==> config.mk <==
export PLATFORM = sky130hd
export DESIGN_NAME = instr_encode_loader
export DESIGN_NICKNAME = d
export VERILOG_FILES = /design/src/rtl/instr_encode_loader_pkg.sv /design/src/rtl/instr_field_packer.sv /design/src/rtl/instr_encode_loader.sv
export SDC_FILE = /design/constraint.sdc
export NUM_CORES = 1
export LEC_CHECK = 0
export BUFFER_PORTS_ARGS = -buffer_cell sky130_fd_sc_hd__buf_2
export CELL_PAD_IN_SITES_DETAIL_PLACEMENT = 1
export CELL_PAD_IN_SITES_GLOBAL_PLACEMENT = 2
export CORE_MARGIN = 2
export CORE_UTILIZATION = 26
export CTS_BUF_LIST = sky130_fd_sc_hd__clkbuf_4 sky130_fd_sc_hd__clkbuf_8
export DETAILED_ROUTE_END_ITERATION = 8
export GPL_ROUTABILITY_DRIVEN = 1
export GPL_TIMING_DRIVEN = 0
export PLACE_DENSITY_LB_ADDON = 0.1
export SYNTH_ARGS = -nofsm -noshare
export SYNTH_HDL_FRONTEND = slang
export SYNTH_SLANG_ARGS = --single-unit
==> constraint.sdc <==
create_clock -name clk -period 2 [get_ports clk]
set_input_delay 0.3 -clock clk [delete_from_list [all_inputs] [get_ports clk]]
set_output_delay 0.3 -clock clk [all_outputs]
set_load 0.03 [all_outputs]
==> src/rtl/instr_encode_loader_pkg.sv <==
// rtl/instr_encode_loader_pkg.sv - shared formats, field positions and FSM state for the RV32I encoder/loader
package instr_encode_loader_pkg;

  localparam logic [2:0] FMT_R = 3'd0;
  localparam logic [2:0] FMT_I = 3'd1;
  localparam logic [2:0] FMT_S = 3'd2;
  localparam logic [2:0] FMT_B = 3'd3;
  localparam logic [2:0] FMT_U = 3'd4;
  localparam logic [2:0] FMT_J = 3'd5;

  localparam logic [31:0] NOP_WORD = 32'h0000_0013;

  localparam int OPCODE_LSB = 0;
  localparam int RD_LSB     = 7;
  localparam int FUNCT3_LSB = 12;
  localparam int RS1_LSB    = 15;
  localparam int RS2_LSB    = 20;
  localparam int FUNCT7_LSB = 25;

  typedef enum logic [1:0] {
    ST_IDLE,
    ST_ACCEPT,
    ST_WRITE,
    ST_DONE
  } state_t;

  function automatic logic fmt_legal(input logic [2:0] f);
    return f <= FMT_J;
  endfunction

endpackage

==> src/rtl/instr_field_packer.sv <==
// rtl/instr_field_packer.sv - combinational RV32I field bundle to 32-bit instruction word
module instr_field_packer
  import instr_encode_loader_pkg::*;
(
  input  logic [2:0]  fmt,
  input  logic [6:0]  opcode,
  input  logic [2:0]  funct3,
  input  logic [6:0]  funct7,
  input  logic [4:0]  rs1,
  input  logic [4:0]  rs2,
  input  logic [4:0]  rd,
  input  logic [31:0] imm,
  output logic [31:0] word,
  output logic        illegal
);

  assign illegal = !fmt_legal(fmt);

  always_comb begin
    word = '0;
    word[OPCODE_LSB +: 7] = opcode;
    case (fmt)
      FMT_R: begin
        word[RD_LSB +: 5]     = rd;
        word[FUNCT3_LSB +: 3] = funct3;
        word[RS1_LSB +: 5]    = rs1;
        word[RS2_LSB +: 5]    = rs2;
        word[FUNCT7_LSB +: 7] = funct7;
      end
      FMT_I: begin
        word[RD_LSB +: 5]     = rd;
        word[FUNCT3_LSB +: 3] = funct3;
        word[RS1_LSB +: 5]    = rs1;
        word[31:20]           = imm[11:0];
      end
      FMT_S: begin
        word[FUNCT3_LSB +: 3] = funct3;
        word[RS1_LSB +: 5]    = rs1;
        word[RS2_LSB +: 5]    = rs2;
        word[31:25]           = imm[11:5];
        word[11:7]            = imm[4:0];
      end
      FMT_B: begin
        word[FUNCT3_LSB +: 3] = funct3;
        word[RS1_LSB +: 5]    = rs1;
        word[RS2_LSB +: 5]    = rs2;
        word[31]              = imm[12];
        word[30:25]           = imm[10:5];
        word[11:8]            = imm[4:1];
        word[7]               = imm[11];
      end
      FMT_U: begin
        word[RD_LSB +: 5] = rd;
        word[31:12]       = imm[31:12];
      end
      FMT_J: begin
        word[RD_LSB +: 5] = rd;
        word[31]          = imm[20];
        word[30:21]       = imm[10:1];
        word[20]          = imm[11];
        word[19:12]       = imm[19:12];
      end
      default: word = NOP_WORD;
    endcase
  end

endmodule

==> src/rtl/instr_encode_loader.sv <==
// rtl/instr_encode_loader.sv - accepts field bundles, encodes them and writes words sequentially to instruction RAM
module instr_encode_loader
  import instr_encode_loader_pkg::*;
#(
  parameter int unsigned ADDR_W    = 8,
  parameter int unsigned BASE_ADDR = 0
) (
  input  logic              clk,
  input  logic              rst_n,
  input  logic              start,
  input  logic              in_valid,
  output logic              in_ready,
  input  logic              in_last,
  input  logic [2:0]        fmt,
  input  logic [6:0]        opcode,
  input  logic [2:0]        funct3,
  input  logic [6:0]        funct7,
  input  logic [4:0]        rs1,
  input  logic [4:0]        rs2,
  input  logic [4:0]        rd,
  input  logic [31:0]       imm,
  output logic              mem_we,
  output logic [ADDR_W-1:0] mem_addr,
  output logic [31:0]       mem_wdata,
  output logic              busy,
  output logic              done,
  output logic              fmt_err,
  output logic              ovf_err
);

  localparam logic [ADDR_W-1:0] BASE     = ADDR_W'(BASE_ADDR);
  localparam logic [ADDR_W-1:0] ADDR_MAX = {ADDR_W{1'b1}};

  state_t state, state_nxt;

  logic [31:0]       packed_word;
  logic              packed_illegal;
  logic [31:0]       wdata_q;
  logic              last_q;
  logic [ADDR_W-1:0] addr_q;
  logic              fmt_err_q;
  logic              ovf_err_q;
  logic              accept;
  logic              at_max;

  instr_field_packer u_packer (
    .fmt     (fmt),
    .opcode  (opcode),
    .funct3  (funct3),
    .funct7  (funct7),
    .rs1     (rs1),
    .rs2     (rs2),
    .rd      (rd),
    .imm     (imm),
    .word    (packed_word),
    .illegal (packed_illegal)
  );

  assign accept = (state == ST_ACCEPT) && in_valid;
  assign at_max = (addr_q == ADDR_MAX);

  always_ff @(posedge clk or negedge rst_n) begin
    if (!rst_n) begin
      state <= ST_IDLE;
    end else begin
      state <= state_nxt;
    end
  end

  always_comb begin
    state_nxt = state;
    case (state)
      ST_IDLE:   if (start) state_nxt = ST_ACCEPT;
      ST_ACCEPT: if (in_valid) state_nxt = ST_WRITE;
      ST_WRITE:  state_nxt = (last_q || at_max) ? ST_DONE : ST_ACCEPT;
      ST_DONE:   state_nxt = ST_IDLE;
      default:   state_nxt = ST_IDLE;
    endcase
  end

  always_comb begin
    in_ready = 1'b0;
    mem_we   = 1'b0;
    busy     = 1'b1;
    done     = 1'b0;
    case (state)
      ST_IDLE:   busy     = 1'b0;
      ST_ACCEPT: in_ready = 1'b1;
      ST_WRITE:  mem_we   = 1'b1;
      ST_DONE:   done     = 1'b1;
      default:   busy     = 1'b0;
    endcase
  end

  // The word is encoded at acceptance so the source may change fields while the write is in flight.
  always_ff @(posedge clk or negedge rst_n) begin
    if (!rst_n) begin
      wdata_q   <= '0;
      last_q    <= 1'b0;
      addr_q    <= BASE;
      fmt_err_q <= 1'b0;
      ovf_err_q <= 1'b0;
    end else begin
      if (state == ST_IDLE && start) begin
        addr_q    <= BASE;
        fmt_err_q <= 1'b0;
        ovf_err_q <= 1'b0;
      end
      if (accept) begin
        wdata_q <= packed_word;
        last_q  <= in_last;
        if (packed_illegal) fmt_err_q <= 1'b1;
      end
      // The top word is still written; the address saturates rather than wrapping.
      if (state == ST_WRITE) begin
        if (!at_max) begin
          addr_q <= addr_q + ADDR_W'(1);
        end else if (!last_q) begin
          ovf_err_q <= 1'b1;
        end
      end
    end
  end

  assign mem_addr  = addr_q;
  assign mem_wdata = wdata_q;
  assign fmt_err   = fmt_err_q;
  assign ovf_err   = ovf_err_q;

endmodule

# --- After elaboration in Yosys (flattened, before gate mapping) ---
# Cells that the tools add are included.
word_totals:
  output_inout_bits: 46
  reg_bits: 45
  word_cells: 46
classes:
  muxes: 20
  eq_ne: 11
  addsub: 1
  order_cmp: 1
  reduce_logical: 7
ops:
  columns: ["cell", "n"]
  rows:
  - ["25-bit case mux with 6 select lines", 1]
  - ["8-bit two-way mux", 3]
  - ["1-bit two-way mux", 11]
  - ["8-bit by 1-bit adder with 8-bit output, second input constant", 1]
  - ["8-bit equality test, second input constant", 1]
  - ["2-bit case mux with 4 select lines", 1]
  - ["7-bit two-way mux", 1]
  - ["3-bit by 2-bit equality test with 1-bit output, second input constant", 2]
  - ["3-bit equality test, second input constant", 2]
  - ["2-bit two-way mux", 3]
  - ["6-bit OR reduction", 1]
  - ["2-bit equality test, second input constant", 2]
  - ["2-bit != test, second input constant", 2]
  - ["3-bit by 1-bit equality test with 1-bit output, second input constant", 1]
  - ["3-bit less-or-equal comparator, second input constant", 1]
  - ["3-bit logical NOT", 1]
  - ["2-bit by 1-bit equality test with 1-bit output, second input constant", 1]
  - ["1-bit logical AND", 2]
  - ["2-bit logical NOT", 1]
  - ["2-bit AND reduction", 1]
  - ["1-bit logical OR", 1]

# --- Depth between registers and ports, before layout ---
logic_depth:
  word_depth: 6
  mapped_depth: 6
  ltp_nobuf: 5

# --- Modules after synthesis ---
# From an unflattened synthesis, not the netlist that was laid out.
unflattened:
  cells_unflattened: 239
  hier_area_um2: 2662.6
by_module_without_submodules:
  columns: ["mod", "cells_per_inst", "area_each_um2", "instances"]
  rows:
  - ["instr_encode_loader", 142, 2024.4, 1]
  - ["instr_field_packer", 97, 638.1, 1]

# --- Worst setup path after synthesis ---
# No wires, ideal clock.
synth_path:
  path_kind: "flip-flop to flip-flop"
  startpoint: "register addr_q[0] (netlist: mem_addr[0])"
  endpoint: "register addr_q[5] (netlist: mem_addr[5])"
  period_less_slack_ns: 1.826
  t_required_ns: 1.876
  n_path_buf: 0
  path_stages_with_launch: 6
  slack_ns: 0.174
  setup_time_ns: 0.124
  t_arrival_ns: 1.702
  path_cell_list: "dfrtp_1 > ha_1 > nand3_2 > o31a_1 > and3_1 > a211o_1"
synth_via:
  elab_chain_len: 3
synth_rtl:
  columns: ["element", "line_no", "rtl"]
  rows:
  - ["start: declaration", "instr_encode_loader.sv:40", "logic [ADDR_W-1:0] addr_q;"]
  - ["start signal: assignment", "instr_encode_loader.sv:117", "addr_q <= addr_q + ADDR_W'(1);"]
  - ["8-bit by 1-bit adder with 8-bit output / 8-bit equality test (equally long branches)", "instr_encode_loader.sv:117, instr_encode_loader.sv:60", null]
  - ["8-bit two-way mux (*)", "instr_encode_loader.sv:116", "if (!at_max) begin"]
  - ["8-bit two-way mux (*)", "instr_encode_loader.sv:115", "if (state == ST_WRITE) begin"]
# Every way passes the cells marked *; elsewhere a longest branch is shown, timed or not.
# A chain may end at the register's enable or synchronous reset.

# --- Final worst setup path ---
layout_path:
  startpoint: "register state[0]"
  endpoint: "register wdata_q[26] (netlist: mem_wdata[26])"
layout_via:
  elab_chain_len: 2
layout_rtl:
  columns: ["element", "line_no", "rtl"]
  rows:
  - ["start: declaration", "instr_encode_loader.sv:34", "state_t state, state_nxt;"]
  - ["start signal: assignment", "instr_encode_loader.sv:66", "state <= state_nxt;"]
  - ["2-bit by 1-bit equality test with 1-bit output", "instr_encode_loader.sv:59", "assign accept = (state == ST_ACCEPT) && in_valid;"]
  - ["1-bit logical AND", "instr_encode_loader.sv:59", null]
  - ["end signal: assignment", "instr_encode_loader.sv:110", "wdata_q <= packed_word;"]
  - ["end: declaration", "instr_encode_loader.sv:38", "logic [31:0] wdata_q;"]
# No other way between the ends.

==> metrics <==
status=finished clean; die width=98.1 um; First-pass DRT Iterations=4; DRC=0; worst-path maximum fanout=10; nets=439; I/O pin cnt=118; largest net degree at the start of global routing=46; period utilization=0.893; worst slack, placed=0.106 ns; Syn Nets=315; Rel. slew slack=0.290; Cell Area, Placed=3020 um2; initial antenna violation count=0; CTS Buffer Depth=2; Clock Skew=0.00838 ns; hold slack=0.171 ns; # port buffers=117; CP Class=flop to flop; worst hold path type=input pin to async pin; Die Area=9620 um2; Worst R2R Start=state[0]; Ant. Diodes=0; Starting Density=0.266; Clock transition at path regs=0.11 ns; Fin Setup TNS=0 ns; vias in the first global route=2,400; post-CTS setup buffer count=0; CP endpoint kind=flop; utilization after layout=0.361; # setup viols final=0; EDFF count, synth=0; post-synth top area share=0.489; Post-synth ARST share=1.00; row cnt=34; crit path from=state[0]; synth unique cells=39; crit path time final=1.79 ns; total grt overflow=0; post-synthesis cell area=2300 um2; sequential fraction of the synthesis area=0.489; HPWL after detailed placement=6020 um; share of cells above drive strength 1=0.371; count leader, synth=dfrtp_1; area leader, netlist=dfrtp_1; VDD IR-drop max=0.571 mV; final worst slack=0.215 ns; CP arrival=1.98 ns; antenna-violating nets left=0; Ys Warns=0; Top FF cell, synth=dfrtp_1; Clock Latency Late Sink=0.31 ns; Fillers=1,063; root buf cell=clkbuf_8; Avg Cell Area, Syn=9.51 um2; Global Route Usage Sum=0.163; Gate Count Post-Synth=242; 1st-iter DRT viols=58; Final Hold Viols=0; Hold Buf Count CTS=0; Die Y=98.1 um; core area=8640 um2; TritonCTS buffer count=5; RD Place Congestion=0.789; mean routed wirelength per cell=16.4 um; design area=3120 um2; Synth Register Bits=45; Max-cap violations=0; DR vias/cell=4.95; htree depth=2; P_leak=1.53 nW; first-pass GRT wire length=12,500 um; worst-margin pin slew=1.07 ns; Max Freq=560 MHz; crit path launch type=flop; cts repair resizes=0; RSZ-0062 raised after global routing=no; Synth-to-Final Area Change=35.6%; CTS tree=done; vias=2,351; Storage cell area=1130 um2; Worst EP required=2.19 ns; Routed WL=7810 um; Synth area leaders=dfrtp_1 (49%), a221oi_1 (6.9%), nor2_1 (6.9%); multi-input logic area=1090 um2; fin. max-slew vios=0; commonest cells in the netlist=dfrtp_1 (45), nor2_1 (42), nand2_1 (20), o21ai_0 (20), a221oi_1 (18); Sink Count=45; pwr dens=1400 nW/um2
==> state kept, by name (all words and copies together) (netlist names) <==
name       cells
mem_wdata     32
ovf_err        1
fmt_err        1
last_q         1
state          2
mem_addr       8
==> power breakdown <==
| part | switching, mW | internal (mW) | total, mW |
|---|---|---|---|
| sequential | 0.217 | 1.28 | 1.50 |
| clock | 0.388 | 0.265 | 0.653 |
| combinational | 1.51 | 0.690 | 2.20 |
==> worst paths after layout <==
| check | to | slack, ns | depth (start not counted) |
|---|---|---|---|
| min reg2reg | mem_wdata[17] | 0.49 | 2 |
| min | mem_addr[2] | 0.17 | 1 |
| max in group asynchronous | state[1] | 1.17 | 1 |
| max reg2reg | mem_wdata[26] | 0.21 | 5 |
| min in group clk | last_q | 0.18 | 3 |
| max | mem_wdata[26] | 0.21 | 5 |
==> final cells by class <==
cell class / instances / area share
plain buffers: 15 / 0.0201
multi-input cells: 177 / 0.351
inverters: 5 / 0.00602
clock inverters: 3 / 0.00923
well taps: 108 / 0.0433
flip-flops and latches: 45 / 0.361
repair buffers: 117 / 0.188
clock buffers: 5 / 0.0221
==> per-layer routing <==
| metal | global-route usage | wire [um] |
|---|---|---|
| met3 | 0.0437 | 562 |
| met5 | 0 | 0 |
| met2 | 0.256 | 3500 |
| met4 | 0.0417 | 79 |
| met1 | 0.225 | 3670 |
==> cell usage in the layout (no fill, tap or decap), types with 2 or more instances in the layout <==
cell	n
a21oi_1	6
and3_1	4
nand3_1	3
and2_1	2
a211oi_1	2
o22a_1	3
a21oi_2	2
clkbuf_8	5
nor2b_1	8
o211ai_1	2
a211o_1	2
a221oi_1	18
mux2i_1	7
inv_6	2
inv_1	4
xnor2_1	2
nand2_1	20
a22o_1	11
nor2_1	42
mux2_2	3
clkbuf_1	10
o21ai_0	20
buf_2	122
a22oi_1	5
dfrtp_1	45
==> stage by stage <==
| step | power, mW | cells |
|---|---|---|
| global route | 4.68 | 475 |
| finish | 4.36 | 475 |
| CTS | 4.43 | 475 |
| detailed placement | 3.76 | 467 |
| floorplan | 3.00 | 242 |
| global placement | 3.73 | 467 |
==> critical path, cell delays in order (launching register included) <==
cell,delay [ns]
dfrtp_1,0.41
nor2b_1,0.22
nand2_1,0.24
clkbuf_1,0.35
a221oi_1,0.37
nor2_1,0.07
==> logic make-up (layout without fill, tap and decap cells) <==
group | count (synthesis) | count (layout) | synth area share
fa+ha+maj | 1 | 1 | 0.00544
flops | 45 | 45 | 0.489
compound gates | 78 | 78 | 0.249
mux | 10 | 10 | 0.0451
simple gates | 85 | 85 | 0.164
xor+xnor | 3 | 3 | 0.0114
buf+inv | 20 | 145 | 0.0353
Note: power is estimated with default switching activity, not from simulation.
